### config.mk
export PLATFORM = sky130hd
export DESIGN_NAME = i2c_bus_arbiter
export DESIGN_NICKNAME = d
export VERILOG_FILES = /design/src/rtl/i2c_bus_arbiter.sv
export SDC_FILE = /design/constraint.sdc
export NUM_CORES = 1
export LEC_CHECK = 0
export CAP_MARGIN = 15
export CELL_PAD_IN_SITES_DETAIL_PLACEMENT = 0
export CELL_PAD_IN_SITES_GLOBAL_PLACEMENT = 1
export CORE_MARGIN = 2
export CORE_UTILIZATION = 30
export DETAILED_ROUTE_END_ITERATION = 10
export PLACE_DENSITY_LB_ADDON = 0.1
export SLEW_MARGIN = 20
export SYNTH_ARGS = -nofsm -noshare
export SYNTH_HDL_FRONTEND = slang
export SYNTH_SLANG_ARGS = --single-unit
export TNS_END_PERCENT = 100
### constraint.sdc
create_clock -name clock -period 2.47 [get_ports clock]
set_input_delay 0.6175 -clock clock [delete_from_list [all_inputs] [get_ports clock]]
set_output_delay 0.6175 -clock clock [all_outputs]
set_load 0.005 [all_outputs]
### src/rtl/i2c_bus_arbiter.sv
// ---------------------------------------------------------------------------
// i2c_bus_arbiter
//
// Shares one low-level I2C master between two command requesters. Requests
// are arbitrated round-robin. The winning command is latched onto the master
// command bus, and a one-cycle start pulse is issued. The arbiter then waits
// for a rising edge on the master's done level. Completion is returned to the
// owner as a one-cycle ack, with read data and an error flag. Illegal commands
// and master timeouts complete with err = 1.
//
// Ports
//   clock                      : single clock; all logic on posedge
//   rst                        : synchronous active-high reset
//   req0/1                     : request levels, fields stable until ack
//   dev_addr0/1, reg_addr0/1   : 7-bit device / 8-bit register address
//   num_bytes0/1, write0/1     : transfer length and direction (1 = write)
//   wdata0/1                   : write payload, byte k at [8k+7:8k]
//   ack0/1                     : one-cycle completion pulse to the owner
//   err                        : valid with ack; timeout or illegal command
//   rdata                      : read data, held until the next ack
//   busy                       : high whenever not idle
//   owner                      : current or last granted requester
//   m_disable, m_start         : master control (m_start is `communicate`)
//   m_dev_addr .. m_wdata      : latched command towards the master
//   m_done, m_rdata            : master done level and read data
// ---------------------------------------------------------------------------
module i2c_bus_arbiter #(
  parameter int MAX_BYTES = 6,
  parameter int TIMEOUT   = 4095
) (
  input  logic                   clock,
  input  logic                   rst,
  input  logic                   req0,
  input  logic                   req1,
  input  logic [6:0]             dev_addr0,
  input  logic [6:0]             dev_addr1,
  input  logic [7:0]             reg_addr0,
  input  logic [7:0]             reg_addr1,
  input  logic [3:0]             num_bytes0,
  input  logic [3:0]             num_bytes1,
  input  logic                   write0,
  input  logic                   write1,
  input  logic [8*MAX_BYTES-1:0] wdata0,
  input  logic [8*MAX_BYTES-1:0] wdata1,
  output logic                   ack0,
  output logic                   ack1,
  output logic                   err,
  output logic [8*MAX_BYTES-1:0] rdata,
  output logic                   busy,
  output logic                   owner,
  output logic                   m_disable,
  output logic                   m_start,
  output logic [6:0]             m_dev_addr,
  output logic [7:0]             m_addr,
  output logic [3:0]             m_num_bytes,
  output logic                   m_write,
  output logic [8*MAX_BYTES-1:0] m_wdata,
  input  logic                   m_done,
  input  logic [8*MAX_BYTES-1:0] m_rdata
);

  localparam int DW = 8 * MAX_BYTES;
  localparam int CW = $clog2(TIMEOUT + 1);

  localparam logic [3:0]    MAX_NUM = 4'(MAX_BYTES);
  localparam logic [CW-1:0] TO_VAL  = CW'(TIMEOUT);
  localparam logic [CW-1:0] CNT_ONE = CW'(1);

  typedef enum logic [1:0] {
    IDLE   = 2'd0,
    ISSUE  = 2'd1,
    WAIT   = 2'd2,
    FINISH = 2'd3
  } state_t;

  state_t        state;
  logic          last_owner;
  logic          m_done_q;
  logic [CW-1:0] count;

  // Grant selection and the selected requester's command fields.
  logic          grant_valid;
  logic          grant_idx;
  logic [6:0]    sel_dev;
  logic [7:0]    sel_reg;
  logic [3:0]    sel_num;
  logic          sel_write;
  logic [DW-1:0] sel_wdata;
  logic          sel_illegal;
  logic          done_edge;
  logic          timed_out;

  // Round-robin choice: on a tie the requester that did not own last wins.
  always_comb begin
    grant_valid = req0 | req1;
    grant_idx   = 1'b0;
    if (req0 && req1) begin
      grant_idx = ~last_owner;
    end else if (req1) begin
      grant_idx = 1'b1;
    end else begin
      grant_idx = 1'b0;
    end
  end

  // Mux the grantee's fields and classify the command.
  always_comb begin
    sel_dev   = dev_addr0;
    sel_reg   = reg_addr0;
    sel_num   = num_bytes0;
    sel_write = write0;
    sel_wdata = wdata0;
    if (grant_idx) begin
      sel_dev   = dev_addr1;
      sel_reg   = reg_addr1;
      sel_num   = num_bytes1;
      sel_write = write1;
      sel_wdata = wdata1;
    end else begin
      sel_dev   = dev_addr0;
      sel_reg   = reg_addr0;
      sel_num   = num_bytes0;
      sel_write = write0;
      sel_wdata = wdata0;
    end
    // Too long for the data bus, or a read of nothing.
    sel_illegal = (sel_num > MAX_NUM) || (!sel_write && (sel_num == 4'd0));
  end

  // Only a fresh rising edge of done counts; a level left high is ignored.
  assign done_edge = m_done & ~m_done_q;
  assign timed_out = (count == TO_VAL);

  // Arbiter FSM with all outputs registered.
  always_ff @(posedge clock) begin
    if (rst) begin
      state       <= IDLE;
      last_owner  <= 1'b1;
      m_done_q    <= 1'b0;
      count       <= '0;
      ack0        <= 1'b0;
      ack1        <= 1'b0;
      err         <= 1'b0;
      rdata       <= '0;
      busy        <= 1'b0;
      owner       <= 1'b0;
      m_disable   <= 1'b1;
      m_start     <= 1'b0;
      m_dev_addr  <= 7'd0;
      m_addr      <= 8'd0;
      m_num_bytes <= 4'd0;
      m_write     <= 1'b0;
      m_wdata     <= '0;
    end else begin
      m_done_q <= m_done;
      case (state)
        IDLE: begin
          ack0      <= 1'b0;
          ack1      <= 1'b0;
          err       <= 1'b0;
          m_start   <= 1'b0;
          m_disable <= 1'b1;
          if (grant_valid) begin
            owner       <= grant_idx;
            busy        <= 1'b1;
            m_dev_addr  <= sel_dev;
            m_addr      <= sel_reg;
            m_num_bytes <= sel_num;
            m_write     <= sel_write;
            m_wdata     <= sel_wdata;
            if (sel_illegal) begin
              // Never reaches the master: complete with error next cycle.
              state <= FINISH;
              err   <= 1'b1;
              ack0  <= ~grant_idx;
              ack1  <= grant_idx;
            end else begin
              state     <= ISSUE;
              m_start   <= 1'b1;
              m_disable <= 1'b0;
            end
          end else begin
            busy <= 1'b0;
          end
        end

        ISSUE: begin
          m_start <= 1'b0;
          count   <= '0;
          state   <= WAIT;
        end

        WAIT: begin
          // Done is checked first so it wins over a simultaneous timeout.
          if (done_edge) begin
            if (!m_write) begin
              rdata <= m_rdata;
            end
            err       <= 1'b0;
            ack0      <= ~owner;
            ack1      <= owner;
            m_disable <= 1'b1;
            state     <= FINISH;
          end else if (timed_out) begin
            err       <= 1'b1;
            ack0      <= ~owner;
            ack1      <= owner;
            m_disable <= 1'b1;
            state     <= FINISH;
          end else begin
            count <= count + CNT_ONE;
          end
        end

        FINISH: begin
          ack0       <= 1'b0;
          ack1       <= 1'b0;
          err        <= 1'b0;
          busy       <= 1'b0;
          m_disable  <= 1'b1;
          last_owner <= owner;
          state      <= IDLE;
        end

        default: begin
          ack0      <= 1'b0;
          ack1      <= 1'b0;
          err       <= 1'b0;
          busy      <= 1'b0;
          m_start   <= 1'b0;
          m_disable <= 1'b1;
          state     <= IDLE;
        end
      endcase
    end
  end

endmodule

After elaboration in Yosys (flattened, before gate mapping)

Index checks and enable logic that the tools add are counted.

Muxes and demuxes: 38
Equality and inequality tests: 8
Add/sub/neg operators: 1
Magnitude comparators: 1
Bitwise operators: 7
Reduce and logical (&&, ||, !) cells: 15

Operator list:

| operator                | count |
|---|---|
| $mux W48                | 1 |
| $mux W12                | 2 |
| $pmux W12 S2            | 1 |
| $mux W1                 | 20 |
| $add A12 B1 Y12 const B | 1 |
| $eq A12 B12 Y1 const B  | 1 |
| $pmux W1 S3             | 4 |
| $mux W2                 | 4 |
| $mux W8                 | 1 |
| $pmux W2 S4             | 1 |
| $mux W7                 | 1 |
| $ne A2 B2 Y1 const B    | 3 |
| $reduce_and A2 Y1       | 3 |
| $reduce_and A3 Y1       | 2 |
| $reduce_bool A2 Y1      | 3 |
| $not A1 Y1              | 5 |
| $eq A2 B2 Y1 const B    | 2 |
| $gt A4 B3 Y1 const B    | 1 |
| $logic_not A4 Y1        | 1 |
| $mux W4                 | 1 |
| $pmux W1 S2             | 2 |
| $ne A3 B3 Y1 const B    | 1 |
| $reduce_bool A3 Y1      | 1 |
| $eq A2 B1 Y1 const B    | 1 |
| 6 further kinds         | 7 |

Logic and storage cells: 87
Flip-flop bits (word level): 139
Bits of input ports: 189
Output and inout bits: 123

Logic depth before layout (Yosys ltp)

Depth after elaboration: 9
Depth in mapped cells: 8
Gate-level depth less buffers: 7

Worst setup path before layout

Ideal clock, no wire load.

Path type: flip-flop to flip-flop
Start point: register state[0]
End point: register rdata[22]
Setup slack: 0.782 ns
Arrival: 1.556 ns
Stages on the path, launching flop included: 9
Required time: 2.338 ns
Period minus slack after synthesis: 1.688 ns
Setup time: 0.132 ns
Path through: dfxtp_1 > inv_1 > ha_1 > buf_2 > or3b_1 > buf_2 > buf_2 > nand2_1 > a21oi_1

Cells in the longest elaborated chain, start to end: 2

Ends and longest elaborated chain:

| what                        | line | source |
|---|---|---|
| from (decl)                 | 76   | `state_t state;` |
| from (signal assigned)      | 137  | `state <= IDLE;` |
| from (signal assigned)      | 173  | `state <= FINISH;` |
| from (signal assigned)      | 178  | `state <= ISSUE;` |
| $eq A2 B2 Y1                | 156  | `case (state)` |
| $reduce_and A3 Y1 (no line) | -    |  |
| to (signal assigned)        | 197  | `rdata <= m_rdata;` |
| to (decl)                   | 48   | `output logic [8*MAX_BYTES-1:0] rdata,` |

Every way passes these cells.
A chain may end at the register's enable or synchronous reset.

Worst setup path after layout

Start point: input port num_bytes1[0]
End point: register err

Cells in the longest elaborated chain, start to end: 7
Elaborated cells on any way between the ends: 8
Classes of those cells: order compare: 1; mux: 4; reduce/logical: 3

Ends and longest elaborated chain:

| what                                                 | line | source |
|---|---|---|
| from (decl)                                          | 40   | `input logic [3:0] num_bytes1,` |
| $mux W4 *                                            | 113  | `if (grant_idx) begin` |
| branches (longest 2 deep; another with $gt A4 B3 Y1) | -    |  |
| $logic_or A1 B1 Y1 *                                 | 127  | `sel_illegal = (sel_num > MAX_NUM) \|\| (!sel_write && (sel_num == 4'd0));` |
| $mux W1 *                                            | 171  | `if (sel_illegal) begin` |
| $mux W1 *                                            | 163  | `if (grant_valid) begin` |
| $pmux W1 S3 *                                        | 156  |  |
| to (signal assigned)                                 | 143  | `err <= 1'b0;` |
| to (signal assigned)                                 | 160  | `err <= 1'b0;` |
| to (signal assigned)                                 | 174  | `err <= 1'b1;` |
| to (decl)                                            | 47   | `output logic err,` |

Every way passes the cells marked *.

==> run_results.csv <==
group,metric,value,unit
timing,maxSlewViolCount,0,
timing,finClkSkew,5.92,ps
final_layout,diodes,0,
synthesis,syn_nets,845,
clock_network,cts_made_buffers,17,
synthesis,yosysWarningCount,0,
final_layout,nFillCells,1836,
floorplanning,rows,51,
detailed_routing,routed_wl,19100,um
floorplanning,core,19300,um^2
clock_network,cts_sinks,139,
final_layout,final_nets,1146,
timing,period_share,0.902,
setup_path,cp-end-kind,"flip-flop",
timing,slew_headroom,0.514,
placed_design,port_buffers,311,
synthesis,syn_area,5850,um^2
setup_path,cp_max_fo,4,
global_routing,grt_pass1_vias,5545,
synthesis,async_flop_share,0,
power,ir_drop,0.467,mV
worst_hold_path,min_path_cells,2,
setup_path,startpoint_type,"input pin",
power,pwr_density_cell,926,nW/um^2
clock_network,post_cts_buffers,0,
detailed_routing,route.detailed.drc,0,
detailed_routing,viasPerCell,4.60,
detailed_routing,ant_nets,0,
clock_network,clock_latency,420,ps
setup_path,crit_type,"input pin to flip-flop",
global_routing,grt_first_pass_wirelength,28900,um
worst_hold_path,worst_hold_startpoint,"rdata[39]",
power,leakagePower,0.00361,uW
detailed_routing,wl_per_cell,15.5,um
final_layout,area_growth,70.6,%
global_routing,grt-ovfl-total,0,
synthesis,syn_area_per_cell,8.99,um^2
run,drv_cap,0,
setup_path,r2r_start,"state[0]",
synthesis,ys_types,50,
synthesis,yosys_register_bits,139,
clock_network,clk_pin_slew_worst_paths,60,ps
floorplanning,dieArea,20600,um^2
global_routing,grt_usage,0.183,
setup_path,rr_endpoint,"count[11]",
final_layout,drive_gt1_frac,0.0705,
timing,setup_viol,0,
timing,period_needed,2230,ps
clock_network,cts.path.max_buffers,2,
global_routing,grt_max_degree,53,
clock_network,post_cts_resized,0,
timing,timing.fmax,0.449,GHz
floorplanning,die_h,144,um
clock_network,cts_root_buf,"clkbuf_16",
synthesis,synth_edf_count,0,
clock_network,holdBufCountCts,0,
setup_path,regToRegSetupSlack,450,ps
timing,finalHoldViolations,0,
placed_design,place_ws,-109,ps
worst_hold_path,holdPathEnd,"rdata[39]",
timing,rsz0062_at_grt,"no",
synthesis,synth_cells,651,
floorplanning,ios,312,
detailed_routing,num_vias,5654,
worst_hold_path,hold_class,"flip-flop to flip-flop",
synthesis,yosys_most_used_dff,"dfxtp_1",
setup_path,required,2760,ps
floorplanning,fp.dieW,144,um
floorplanning,initial_core_util,0.303,
global_routing,antenna_found_initial,0,
timing,worst_pin_slew,724,ps
clock_network,cts_tree,"built",
detailed_routing,drt_iter0_markers,182,
detailed_routing,drtPass1Iterations,4,
run_status,status,"complete, no violations",
timing,setup_tns,0,ps
setup_path,rr_worst_depth,6,
placed_design,gp_congestion,0.797,
setup_path,arrival,2520,ps
timing,worst_slack,242,ps
synthesis,yosysSeqAreaShare,0.475,
placed_design,dp_hpwl,14800,um
clock_network,htreeDepth,4,
[cell families after synthesis]
logic type	count (synthesis)	synth area share
compound gates	150	0.171
xor+xnor	5	0.00748
simple gates	223	0.169
buf+inv	59	0.0466
mux	70	0.120
flops	139	0.475
fa+ha+maj	5	0.0107
[metal layers]
layer	global-route usage	routed length, um	vias up
li1	-	-	2894
met5	0	0	-
met2	0.316	9610	194
met3	0.0580	1270	22
met4	0.0650	382	0
met1	0.213	7800	2544
[per-stage QoR]
step / instances / util / power [uW] / hold slack [ps] / cell area (um^2)
finish: 1230 / 0.517 / 9240 / 453 / 9990
global route: 1230 / 0.517 / 9820 / 471 / 9990
CTS: 1230 / 0.517 / 9390 / 455 / 9990
detailed placement: 1198 / 0.485 / 6690 / 446 / 9370
global placement: 1198 / 0.485 / 6640 / 441 / 9370
floorplan: 651 / - / 4680 / 450 / 5850
[cells in the mapped netlist, drive strengths merged, types with 4 or more instances]
library cell,n,area share
ha,5,0.011
nor3b,4,0.0060
buf,26,0.025
inv,8,0.0051
a21oi,58,0.052
dfxtp,139,0.48
nand3,8,0.0068
nor2,80,0.051
clkbuf,25,0.017
nor2b,4,0.0056
nand2,103,0.066
a211oi,72,0.092
mux2i,70,0.12
[worst max-delay path, cell delays in order]
cell and delay (ps):
clkdlybuf4s50_1 510, nor4_1 70, a311oi_1 580, mux2i_1 310
a211oi_1 340, a211oi_1 80
[cells in the final DEF (no fill, tap or decap), types with 3 or more instances in the layout]
cell and count:
nand2_1 103, xor2_1 3, inv_1 8, buf_4 13
nor3b_1 3, dfxtp_1 139, nor3_1 3, nand3_1 8
nor2_1 80, buf_12 10, clkinvlp_4 3, mux2i_1 70
a21oi_1 57, or3_1 3, clkinv_4 3, nor4_1 3
o21ai_0 3, ha_1 5, bufinv_16 3, clkbuf_16 17
a211oi_1 72, clkdlybuf4s50_1 310
[layout make-up]
class,instances,area [um^2],share of cell area
repair buffers,333,3400,0.341
multi-input cells,453,2820,0.283
flip-flops and latches,139,2780,0.279
clock buffers,19,453,0.0454
well taps,265,332,0.0332
clock inverters,13,166,0.0167
inverters,8,30.0,0.00301
[sequential cells by signal (all words and copies together), names as in the netlist, 2 cells and up]
signal	cells
m_dev_addr	7
count	12
m_wdata	48
m_addr	8
state	2
rdata	48
m_num_bytes	4
[worst max path at each step]
stage	startpoint	endpoint
floorplan	state[0]	rdata[22]
global placement	num_bytes1[2]	err
detailed placement	num_bytes1[0]	err
CTS	m_write	m_write
global route	num_bytes1[0]	err
finish	num_bytes1[0]	err
[power by group]
group	switching (uW)	internal, uW	total, uW
clock	987	1650	2630
sequential	322	2810	3130
combinational	1530	1950	3480
(Power assumes the default switching activity.)
